**src/rtl/rs_flag_arbiter_pkg.sv**
```systemverilog
// Shared constants and helpers for the round-robin set/reset flag arbiter.
// Latency: n/a (declarations only).
// Backpressure: n/a.
package rs_flag_pkg;

  // Command encoding carried on cmd_set.
  localparam logic CMD_CLR = 1'b0;
  localparam logic CMD_SET = 1'b1;

  // Index width for a vector of n entries.
  // Never returns less than 1, so a 1- or 2-entry vector still gets a real bit.
  function automatic int clog2_min1(input int n);
    return (n <= 2) ? 1 : $clog2(n);
  endfunction

endpackage

```
**src/rtl/rs_flag_arbiter_if.sv**
```systemverilog
// Requester-side bundle for rs_flag_arbiter: commands in, grant/flags/status out.
// Latency: gnt/flags/err are registered, one edge after the command is sampled; busy is combinational.
// Backpressure: req is held until gnt pulses, and cmd_set/cmd_idx stay stable while pending.
//
// Signals:
//   req      [NREQ]        per-requester command valid
//   cmd_set  [NREQ]        1 = set flag, 0 = clear flag
//   cmd_idx  [NREQ*IDXW]   flag index, requester r at [r*IDXW +: IDXW]
//   clr_all                one-cycle pulse, clear every flag
//   gnt      [NREQ]        one-hot grant pulse
//   flags    [NFLAG]       flag bank
//   err                    granted command addressed a nonexistent flag
//   busy                   any requester active
interface rs_flag_arbiter_if #(
  parameter int NREQ  = 4,
  parameter int NFLAG = 8
);
  localparam int IDXW = rs_flag_pkg::clog2_min1(NFLAG);

  logic [NREQ-1:0]      req;
  logic [NREQ-1:0]      cmd_set;
  logic [NREQ*IDXW-1:0] cmd_idx;
  logic                 clr_all;
  logic [NREQ-1:0]      gnt;
  logic [NFLAG-1:0]     flags;
  logic                 err;
  logic                 busy;

  // Requester side.
  modport master (
    output req, cmd_set, cmd_idx, clr_all,
    input  gnt, flags, err, busy
  );

  // Arbiter side.
  modport slave (
    input  req, cmd_set, cmd_idx, clr_all,
    output gnt, flags, err, busy
  );

endinterface

```
**src/rtl/rs_flag_arbiter_rr_pick.sv**
```systemverilog
// Combinational round-robin picker: first eligible requester at or after ptr, wrapping.
// Latency: 0 cycles (pure combinational).
// Backpressure: none; outputs follow the inputs.
//
// Ports:
//   eligible [N]   candidates this cycle
//   ptr      [PW]  highest-priority position
//   onehot   [N]   selected candidate
//   idx      [PW]  binary index of the selected candidate
//   any            at least one candidate was eligible
module rr_pick
  import rs_flag_pkg::*;
#(
  parameter int N  = 4,
  parameter int PW = clog2_min1(N)
) (
  input  logic [N-1:0]  eligible,
  input  logic [PW-1:0] ptr,
  output logic [N-1:0]  onehot,
  output logic [PW-1:0] idx,
  output logic          any
);

  always_comb begin : scan
    logic [PW-1:0] pos;
    onehot = '0;
    idx    = '0;
    any    = 1'b0;
    pos    = '0;
    // Walk offsets 0..N-1 from the pointer; the first hit locks out later ones.
    // Modulo keeps the wrap correct when N is not a power of two.
    for (int off = 0; off < N; off++) begin
      pos = PW'((int'(ptr) + off) % N);
      if (!any && eligible[pos]) begin
        any         = 1'b1;
        onehot[pos] = 1'b1;
        idx         = pos;
      end
    end
  end

endmodule

```
**src/rtl/rs_flag_arbiter.sv**
```systemverilog
// Bank of NFLAG set/reset flags written by NREQ requesters, one granted command per cycle, round-robin.
// Latency: command sampled at edge t; gnt, the flag update and err are all visible after edge t.
// Backpressure: requesters hold req until their one-cycle gnt pulse; a requester granted this
//               cycle is masked for one edge so it can drop req or present its next command.
//
// Ports:
//   clk    rising-edge system clock
//   reset  synchronous active-high reset (flags, grant, err, pointer cleared)
//   bus    slave side of rs_flag_arbiter_if (req/cmd_set/cmd_idx/clr_all in,
//          gnt/flags/err/busy out)
module rs_flag_arbiter
  import rs_flag_pkg::*;
#(
  parameter int NREQ  = 4,
  parameter int NFLAG = 8
) (
  input  logic               clk,
  input  logic               reset,
  rs_flag_arbiter_if.slave   bus
);

  localparam int IDXW = clog2_min1(NFLAG);
  localparam int PW   = clog2_min1(NREQ);

  // One bit wider than an index so NFLAG itself is representable.
  localparam logic [IDXW:0] FLAG_LIM = (IDXW + 1)'(NFLAG);

  logic [NREQ-1:0]  gnt_q,   gnt_d;
  logic [PW-1:0]    ptr_q,   ptr_d;
  logic [NFLAG-1:0] flags_q, flags_d;
  logic             err_q,   err_d;

  logic [NREQ-1:0]  eligible;
  logic [NREQ-1:0]  pick_onehot;
  logic [PW-1:0]    pick_idx;
  logic             pick_any;

  logic [IDXW-1:0]  idx_arr [NREQ];
  logic [IDXW-1:0]  win_fidx;
  logic             win_set;
  logic             win_bad;

  // Last cycle's winner is masked so its held-over req cannot win twice
  // while it is still deasserting.
  assign eligible = bus.req & ~gnt_q;

  rr_pick #(
    .N  (NREQ),
    .PW (PW)
  ) u_pick (
    .eligible (eligible),
    .ptr      (ptr_q),
    .onehot   (pick_onehot),
    .idx      (pick_idx),
    .any      (pick_any)
  );

  // Winner mux: unpack the flat index bus, then select the granted requester's command.
  always_comb begin
    for (int r = 0; r < NREQ; r++) begin
      idx_arr[r] = bus.cmd_idx[r*IDXW +: IDXW];
    end
  end

  assign win_fidx = idx_arr[pick_idx];
  assign win_set  = bus.cmd_set[pick_idx];
  assign win_bad  = ({1'b0, win_fidx} >= FLAG_LIM);

  always_comb begin
    gnt_d   = pick_onehot;
    ptr_d   = ptr_q;
    err_d   = 1'b0;
    flags_d = flags_q;
    if (pick_any) begin
      ptr_d = (pick_idx == PW'(NREQ - 1)) ? '0 : pick_idx + PW'(1);
      // A bad index is still granted so the requester is released; only the write is dropped.
      if (win_bad) begin
        err_d = 1'b1;
      end else begin
        flags_d[win_fidx] = (win_set == CMD_SET);
      end
    end
    // Bulk clear overrides the single-flag write of the same edge.
    if (bus.clr_all) begin
      flags_d = '0;
    end
  end

  always_ff @(posedge clk) begin
    if (reset) begin
      gnt_q   <= '0;
      ptr_q   <= '0;
      flags_q <= '0;
      err_q   <= 1'b0;
    end else begin
      gnt_q   <= gnt_d;
      ptr_q   <= ptr_d;
      flags_q <= flags_d;
      err_q   <= err_d;
    end
  end

  assign bus.gnt   = gnt_q;
  assign bus.flags = flags_q;
  assign bus.err   = err_q;
  assign bus.busy  = |bus.req;

endmodule

```
**src/flat_wrapper.sv**
```systemverilog
// flat-port wrapper written by rule: the top's interface ports become plain ports
module rs_flag_arbiter_flat import rs_flag_pkg::*;
#(
  parameter int NREQ  = 4,
  parameter int NFLAG = 8
)
  (clk, reset, bus_req, bus_cmd_set, bus_cmd_idx, bus_clr_all, bus_gnt, bus_flags, bus_err, bus_busy);
  rs_flag_arbiter_if #(.NREQ(NREQ), .NFLAG(NFLAG)) bus_i ();
  input  logic clk;
  input  logic reset;
  input wire logic [$bits(bus_i.req)-1:0] bus_req;
  input wire logic [$bits(bus_i.cmd_set)-1:0] bus_cmd_set;
  input wire logic [$bits(bus_i.cmd_idx)-1:0] bus_cmd_idx;
  input wire logic [$bits(bus_i.clr_all)-1:0] bus_clr_all;
  output wire logic [$bits(bus_i.gnt)-1:0] bus_gnt;
  output wire logic [$bits(bus_i.flags)-1:0] bus_flags;
  output wire logic [$bits(bus_i.err)-1:0] bus_err;
  output wire logic [$bits(bus_i.busy)-1:0] bus_busy;
  assign bus_i.req = bus_req;
  assign bus_i.cmd_set = bus_cmd_set;
  assign bus_i.cmd_idx = bus_cmd_idx;
  assign bus_i.clr_all = bus_clr_all;
  assign bus_gnt = bus_i.gnt;
  assign bus_flags = bus_i.flags;
  assign bus_err = bus_i.err;
  assign bus_busy = bus_i.busy;
  rs_flag_arbiter #(.NREQ(NREQ), .NFLAG(NFLAG)) u_core (.clk(clk), .reset(reset), .bus(bus_i));
endmodule
```
**config.mk**
```make
export PLATFORM = sky130hd
export DESIGN_NAME = rs_flag_arbiter_flat
export DESIGN_NICKNAME = d
export VERILOG_FILES = /design/src/rtl/rs_flag_arbiter_pkg.sv /design/src/rtl/rs_flag_arbiter_if.sv /design/src/rtl/rs_flag_arbiter_rr_pick.sv /design/src/rtl/rs_flag_arbiter.sv /design/src/flat_wrapper.sv
export SDC_FILE = /design/constraint.sdc
export NUM_CORES = 1
export LEC_CHECK = 0
export ABC_CLOCK_PERIOD_IN_PS = 3200
export BUFFER_PORTS_ARGS = -buffer_cell sky130_fd_sc_hd__buf_2
export CAP_MARGIN = 10
export CORE_MARGIN = 4
export CORE_UTILIZATION = 48
export DETAILED_ROUTE_END_ITERATION = 10
export HOLD_SLACK_MARGIN = 0.02
export PLACE_DENSITY_LB_ADDON = 0.3
export SYNTH_ARGS = -nofsm -noshare
export SYNTH_HDL_FRONTEND = slang
export SYNTH_SLANG_ARGS = --single-unit
export TNS_END_PERCENT = 5
```
**constraint.sdc**
```tcl
create_clock -name clk -period 3.2 [get_ports clk]
set_input_delay 0.48 -clock clk [delete_from_list [all_inputs] [get_ports clk]]
set_output_delay 0.48 -clock clk [all_outputs]
set_load 0.01 [all_outputs]
```
-- After elaboration in Yosys (flattened, before gate mapping)
Cells that the tools add are included.
- bits in registers: 14
- input bits: 23
- output and inout port bits: 14
- word-level logic and storage cells: 76
- add/subtract/negate cells: 4
- $lt $le $gt $ge: 12
- equality and inequality tests: 1
- mux-type cells: 37
- bitwise operators: 6
- reduce and logical (&&, ||, !) cells: 13
- operators by type and width (cell ; number):
    4-bit two-way mux ; 4
    2-bit by 3-bit < comparator with 1-bit output, second input constant ; 5
    1-bit two-way mux ; 14
    4-bit OR ; 3
    1-bit binary-select mux with 2-bit select ; 5
    2-bit two-way mux ; 5
    8-bit bitwise mux ; 1
    1-bit demux with 2-bit select ; 4
    2-bit by 1-bit >= comparator with 1-bit output, second input constant ; 4
    1-bit logical AND ; 8
    3-bit binary-select mux with 2-bit select ; 1
    3-bit two-way mux ; 2
    2-bit by 1-bit adder with 2-bit output, second input constant ; 2
    2-bit adder, second input constant ; 2
    4-bit bitwise AND ; 1
    3-bit by 4-bit < comparator with 1-bit output, second input constant ; 1
    4-bit inverter ; 1
    4-bit OR reduction ; 1
    1-bit demux with 3-bit select ; 1
    3-bit by 1-bit >= comparator with 1-bit output, second input constant ; 1
    3-bit >= comparator, second input constant ; 1
    1-bit logical NOT ; 3
    2-bit inverter with 3-bit output ; 1
    2-bit equality test, second input constant ; 1
    2-bit OR reduction ; 1

-- Depth between registers and ports, before layout
Gate-level depths: netlist of run 1.
- depth in word-level cells: 23
- gate-level depth with buffers: 12
- depth with buffers taken out: 9

-- Cells and area by module
Synthesis of run 1 repeated with hierarchy kept, for this count alone.
- cell total of the unflattened synthesis: 116
- area total of the unflattened synthesis: 1134.8 µm²
- by module, submodules not included (module ; times used ; cells an instance ; area an instance (µm²) ; seq. area each (µm²)):
    rs_flag_arbiter ; 1 ; 71 ; 715.7 ; 280.3
    rr_pick ; 1 ; 45 ; 419.2 ; 0.0

-- Least setup slack after synthesis of run 1
OpenSTA, ideal clock, no wires.
- path type: reg2reg
- from: register u_core.ptr_q[0]
- to: register u_core.flags_q[7] (netlist: u_core.bus.flags[7])
- library setup time: 0.074 ns
- arrival: 2.940 ns
- required time: 3.126 ns
- slack: 0.186 ns
- stages on the path, launching flop included: 12
- path buffers: 2
- clock period less this slack: 3.014 ns
- cell sequence: dfxtp_1 buf_2 inv_1 ha_1 clkbuf_1 nor4b_1 nor4_1 o41ai_4 o311a_1 and2_4 a211oi_2 mux2i_1
- word-level cells in the longest chain between the ends: 21
- elaborated cells between the ends (all ways): 37
- those cells by class: add/sub: 3; order compare: 2; mux: 24; bitwise: 1; reduce/logical: 7
- ends and longest elaborated chain (element ; RTL line ; source):
    from (decl) ; rs_flag_arbiter.sv:29 ; logic [PW-1:0] ptr_q, ptr_d;
    from (signal assigned) ; rs_flag_arbiter.sv:97 ; ptr_q <= ptr_d;
    branches (longest 21 deep; another with 2-bit by 1-bit adder with 2-bit output) ; -- ;
    to (signal assigned) ; rs_flag_arbiter.sv:98 ; flags_q <= flags_d;
    to (decl) ; rs_flag_arbiter.sv:30 ; logic [NFLAG-1:0] flags_q, flags_d;
Parallel ways; which one is timed is not known. The select of a mux whose other input is x is not followed.
A chain may end at the register's enable or synchronous reset.

-- Worst setup path in the final report of run 1
Ends and elaborated chain as after synthesis.

==> results.cfg, run 1 <==
[status]
run_status = complete, no violations

[sta]
fmax_mhz = 349
skew_ns = 0.00125
period_needed_ns = 2.87
slew_violations = 0
hold_viol_final = 0
relSlewSlack_pct = 57.8
setup_viol = 0
rsz0062_at_grt = false
fin_setup_tns_ns = 0
tightest_slew_ns = 0.630
post-route-period-util_pct = 89.6

[cts]
clock_path_buffers = 2
cts_setup_buffers = 0
clk_latency_ns = 0.27
cts_resized = 0
cts_buffers = 3
clockRootBuffer = clkbuf_4
cts_tree = yes
clkSlewWorstSetupHoldPaths_ns = 0.09
htree_levels = 1
cts_hold_buf = 0
cts_sinks = 14

[final_layout]
fin_nets = 243
diodes = 0
syn_to_final_growth_pct = 17.0
drive_gt1_share_pct = 25.6

[yosys]
postSynthAreaPerCell_um2 = 7.93
synth_ff_type = dfxtp_1
synth_most_common_cell = nand2_1
netlist_area_mm2 = 0.00140
synth_edf_count = 0
yosys.cell_types.count = 49
synth.ff_latch_count = 14
synth_common_cells = nand2_1 (17), dfxtp_1 (14), o21ai_0 (14)
syn_inst = 177
synth_top_area_share_pct = 20.0
synthTopCellsByArea = dfxtp_1 (20%), ha_1 (7.1%), mux2i_1 (6.4%), o21ai_0 (5.0%), nand2_1 (4.5%)
yosys.area.top_type = dfxtp_1
async_flop_share_pct = 0
synth.net_count = 208
yosysWarningCount = 0
yosysSeqAreaShare_pct = 20.0

[die]
die_h_um = 62.1
ios = 37
coreArea_mm2 = 0.00278
die-area_mm2 = 0.00385
start_util_pct = 50.5
row_count = 19
die_x_um = 62.1

[power]
p_int_mw = 0.773
pwr-share-comb_pct = 75.4
p_clk_share_pct = 7.9
p_total_mw = 1.58
p_sw_mw = 0.805
pwr_density_cell_mw_per_mm2 = 961
p_sw_share_pct = 51.0
seqPwrFrac_pct = 16.7
p_leak_nw = 0.719
ir_worst_vdd_mv = 0.601

[worst_setup_path]
cp-start-kind = register
critPathRequiredTime_ns = 3.40
critical_path_peak_fanout = 10
worstPathArrival_ns = 3.07
path_class = reg -> reg
cp-end-kind = register

[place]
dpl.hpwl_mm = 2.97
gp_congestion = 0.873
io_buffers = 35

[detailed_routing]
routed_wl_mm = 3.89
drc_errors = 0
num_vias = 1544
drt_first_pass_iters = 6
drt-initial-drc-count = 190
avgViaCountPerCell = 6.38
wl_per_cell_um = 16.1
ant_nets = 0

[grt]
grt_usage_pct = 20.0
grt_max_degree = 25
grt_antenna_before_repair = 0
grt.overflow.total = 0
grt_pass1_wl_mm = 5.99
first_global_vias = 1378

[job]
maxCapViolCount = 0

[hold_path]
hold_class = reg -> reg
-- state kept, by name, indices dropped and copies added (netlist names) --
register,cells
u_core.ptr_q,2
u_core.bus.gnt,4
u_core.bus.flags,8
-- final cells by class --
cell class / instances / area, um^2
Sequential cell: 14 / 280
Inverter: 4 / 15.0
Tap cell: 31 / 38.8
Multi-Input combinational cell: 148 / 1050
Fill cell: 259 / 1140
Timing Repair Buffer: 41 / 220
Clock buffer: 4 / 36.3
-- worst max-delay path, stage by stage (launching register included) --
cell      delay, ns
dfxtp_1        0.34
inv_1          0.06
ha_1           0.34
buf_4          0.18
nor4bb_1       0.24
nor4_1         0.09
buf_4          0.15
o41ai_4        0.46
o21ai_0        0.26
a21o_1         0.24
a211oi_2       0.24
mux2i_1        0.20
-- stage by stage --
stage	hold WS (ns)	cell area, um^2	util (%)	setup WS [ns]	instances
finish	0.458	1640	59.1	0.334	242
global route	0.466	1640	59.1	0.0813	242
CTS	0.461	1640	59.1	0.356	242
detailed placement	0.443	1610	57.8	0.400	238
global placement	0.443	1610	57.8	0.457	238
floorplan	0.479	1400	-	0.186	177
-- metal layers --
layer / vias to the layer above / global-route usage, % / share of wire, %
li1: 740 / - / -
met1: 721 / 25.6 / 43
met2: 75 / 35.9 / 50
met3: 8 / 4.13 / 6.7
met4: 0 / 1.21 / 0.93
met5: - / 0 / 0
-- cells in the final DEF (no fill, tap or decap), types with 2 or more instances in the layout --
cell type,n
or4_1,4
and2_1,2
nand2b_1,4
nand3_1,4
o211ai_1,7
clkbuf_4,3
nand2_1,17
nor4b_1,2
nand4_1,3
a21oi_1,11
dfxtp_1,14
nor4bb_1,3
nor2_1,11
o21ai_0,14
mux2i_1,9
ha_1,8
a211oi_1,2
buf_2,35
a222oi_1,4
o22ai_1,3
inv_1,4
nor4_1,2
and4b_1,2
nand4b_1,5
a21o_1,3
nor2b_1,7
buf_4,6
-- power by group through the flow --
| stage | clock, mW | combinational, mW | sequential, mW |
|---|---|---|---|
| after floorplan | 0 | 0.876 | 0.285 |
| after global placement | 0 | 1.13 | 0.262 |
| after detailed placement | 0 | 1.16 | 0.266 |
| after CTS | 0.128 | 1.17 | 0.262 |
| after global routing | 0.137 | 1.30 | 0.267 |
| final | 0.125 | 1.19 | 0.263 |
-- path summary, 6_finish.rpt --
| path | from | endpoint | slack [ns] | cells after the start |
|---|---|---|---|---|
| setup / recovery | u_core.ptr_q[0]$_SDFFE_PP0P_ | u_core.bus.flags[7]$_SDFFE_PP0P_ | 0.33 | 11 |
| hold / removal | u_core.bus.flags[5]$_SDFFE_PP0P_ | u_core.bus.flags[5]$_SDFFE_PP0P_ | 0.46 | 2 |
| setup reg to reg | u_core.ptr_q[0]$_SDFFE_PP0P_ | u_core.bus.flags[7]$_SDFFE_PP0P_ | 0.33 | 11 |
| hold reg to reg | u_core.bus.flags[5]$_SDFFE_PP0P_ | u_core.bus.flags[5]$_SDFFE_PP0P_ | 0.46 | 2 |
-- cell families (layout without fill, tap and decap cells) --
family                     after synthesis  after routing  share of synthesized area [%]
xor gates and xnor gates                 1              1                          0.624
buffers and inverters                   15             49                           5.08
and+or+nand+nor                         71             71                           30.0
AOI/OAI and AO/OA                       57             57                           29.7
other                                    1              1                          0.267
adders and majority gates                8              8                           7.13
muxes                                   10             10                           7.22
DFF                                     14             14                           20.0
No activity file was read; power rests on OpenSTA's default activity.
==> run 2, diff against run 1 <==
--- a/config.mk
+++ b/config.mk
@@ -9,11 +9,11 @@
 export BUFFER_PORTS_ARGS = -buffer_cell sky130_fd_sc_hd__buf_2
 export CAP_MARGIN = 10
 export CORE_MARGIN = 4
-export CORE_UTILIZATION = 48
+export CORE_UTILIZATION = 45
 export DETAILED_ROUTE_END_ITERATION = 10
 export HOLD_SLACK_MARGIN = 0.02
 export PLACE_DENSITY_LB_ADDON = 0.3
 export SYNTH_ARGS = -nofsm -noshare
 export SYNTH_HDL_FRONTEND = slang
+export SYNTH_HIERARCHICAL = 1
 export SYNTH_SLANG_ARGS = --single-unit
-export TNS_END_PERCENT = 5
==> results.cfg, run 2 <==
[power]
p_leak_nw = 0.689
pwr_density_cell_mw_per_mm2 = 1270
ir_worst_vdd_mv = 0.854
p_total_mw = 1.93

[sta]
period_needed_ns = 3.04
hold_viol_final = 0
rsz0062_at_grt = false
setup_viol = 0
skew_ns = 0.00395
fmax_mhz = 329
post-route-period-util_pct = 95.1
slew_violations = 0
fin_setup_tns_ns = 0
worst_slack_ns = 0.156

[yosys]
synth_top_area_share_pct = 24.7
synthTopCellsByArea = dfxtp_1 (25%), mux4_2 (9.9%), mux4_1 (6.9%), ha_1 (6.6%), a22oi_1 (5.3%)
async_flop_share_pct = 0
yosys.area.top_type = dfxtp_1
postSynthAreaPerCell_um2 = 9.78
yosysWarningCount = 6
yosysSeqAreaShare_pct = 24.7
netlist_area_mm2 = 0.00113
syn_inst = 116
synth_most_common_cell = dfxtp_1
synth_edf_count = 0
synth_common_cells = dfxtp_1 (14), nor2_1 (12), a22oi_1 (8), nor2b_1 (8), o21ai_0 (7)
yosys.cell_types.count = 39
synth.ff_latch_count = 14
synth_ff_type = dfxtp_1
synth.net_count = 145

[die]
die_x_um = 58.2
row_count = 17
die-area_mm2 = 0.00339
coreArea_mm2 = 0.00230
start_util_pct = 49.4
die_h_um = 58.2
ios = 37

[cts]
clkSlewWorstSetupHoldPaths_ns = 0.09
clockRootBuffer = clkbuf_4
cts_sinks = 14
cts_hold_buf = 0
cts_tree = yes
htree_levels = 1
cts_buffers = 3
clk_latency_ns = 0.29
clock_path_buffers = 2

[grt]
grt_max_degree = 10
grt.overflow.total = 0
grt_usage_pct = 17.7
grt_antenna_before_repair = 0
grt_pass1_wl_mm = 4.75
first_global_vias = 1085

[detailed_routing]
avgViaCountPerCell = 5.74
drc_errors = 0
drt_first_pass_iters = 4
wl_per_cell_um = 14.8
routed_wl_mm = 2.91
drt-initial-drc-count = 43
ant_nets = 0
num_vias = 1130

[place]
io_buffers = 35
dpl.hpwl_mm = 2.16
post-place-cells = 187
gp_congestion = 0.822
dp_slack_ns = -0.242

[worst_setup_path]
cp-start-kind = register
critPathRequiredTime_ns = 3.38
worstPathArrival_ns = 3.23
cp-end-kind = register
path_class = reg -> reg
critical_path_peak_fanout = 5

[job]
maxCapViolCount = 0

[final_layout]
mostFrequentLayoutCell = buf_2
diodes = 0
fin_nets = 199
drive_gt1_share_pct = 49.7
nFillCells = 190
final_cells = 197
largest_reg_flops = 8
final_cell_mix = buf_2 (35), buf_4 (20), nor2_1 (12), dfxtp_1 (12)
utilization_pct = 66.1
syn_to_final_growth_pct = 33.7

[status]
run_status = complete, no violations

[hold_path]
hold_class = in -> reg
-- run 2: final cells by class --
type                    instances  area, um^2  area share [%]
clock buffers                   4        36.3            2.39
inverters                       5        18.8            1.24
multi-input cells              90         810            53.3
flip-flops and latches         14         288            19.0
well taps                      28        35.0            2.31
repair buffers                 56         330            21.8
-- run 2: power by group --
| group | switching [mW] | internal [mW] |
|---|---|---|
| Clock | 0.0633 | 0.0693 |
| Sequential | 0.0450 | 0.243 |
| Combinational | 0.765 | 0.745 |
-- run 2: routing by layer --
layer,routed length [um],share of wire (%),track usage [%]
met3,243,8.3,4.23
met2,1400,48,30.5
met4,9,0.31,0.993
met5,0,0,0
met1,1260,43,23.6
-- run 2: cells by family after synthesis --
kind of cell,after synthesis,share of synthesized area (%)
other,1,0.330
muxes,13,21.5
buffers and inverters,12,7.28
and+or+nand+nor,42,22.3
adders and majority gates,6,6.62
AOI/OAI and AO/OA,28,17.3
DFF,14,24.7
-- run 2: what timing repair did --
action	in CTS	in global routing
buffers inserted	2	4
gates resized for setup	2	7
setup endpoints to repair	4	8
pin swaps	0	2
-- run 2: critical path: stages (launching register included) --
cell	delay, ns
dfxtp_4	0.40
inv_2	0.08
ha_4	0.29
mux4_2	0.35
buf_4	0.18
nor4_2	0.25
nor2_1	0.09
a32o_2	0.29
mux4_2	0.33
or3b_4	0.44
o221a_1	0.24
-- run 2: stage by stage --
stage	hold WS, ns	cell area (um^2)
after global routing	0.461	1520
after detailed placement	0.476	1410
after global placement	0.459	1410
final	0.447	1520
after CTS	0.448	1480
after floorplan	0.499	1150
-- run 2: final timing paths --
path	startpoint	endpoint	slack (ns)	cells past startpoint
max	u_core/ptr_q[1]$_SDFFE_PP0P_	u_core/bus.flags[0]$_SDFFE_PP0P_	0.16	10
min	reset	u_core/ptr_q[1]$_SDFFE_PP0P_	0.45	2
max reg2reg	u_core/ptr_q[1]$_SDFFE_PP0P_	u_core/bus.flags[0]$_SDFFE_PP0P_	0.16	10
min reg2reg	u_core/bus.flags[7]$_SDFFE_PP0P_	u_core/bus.flags[7]$_SDFFE_PP0P_	0.49	2
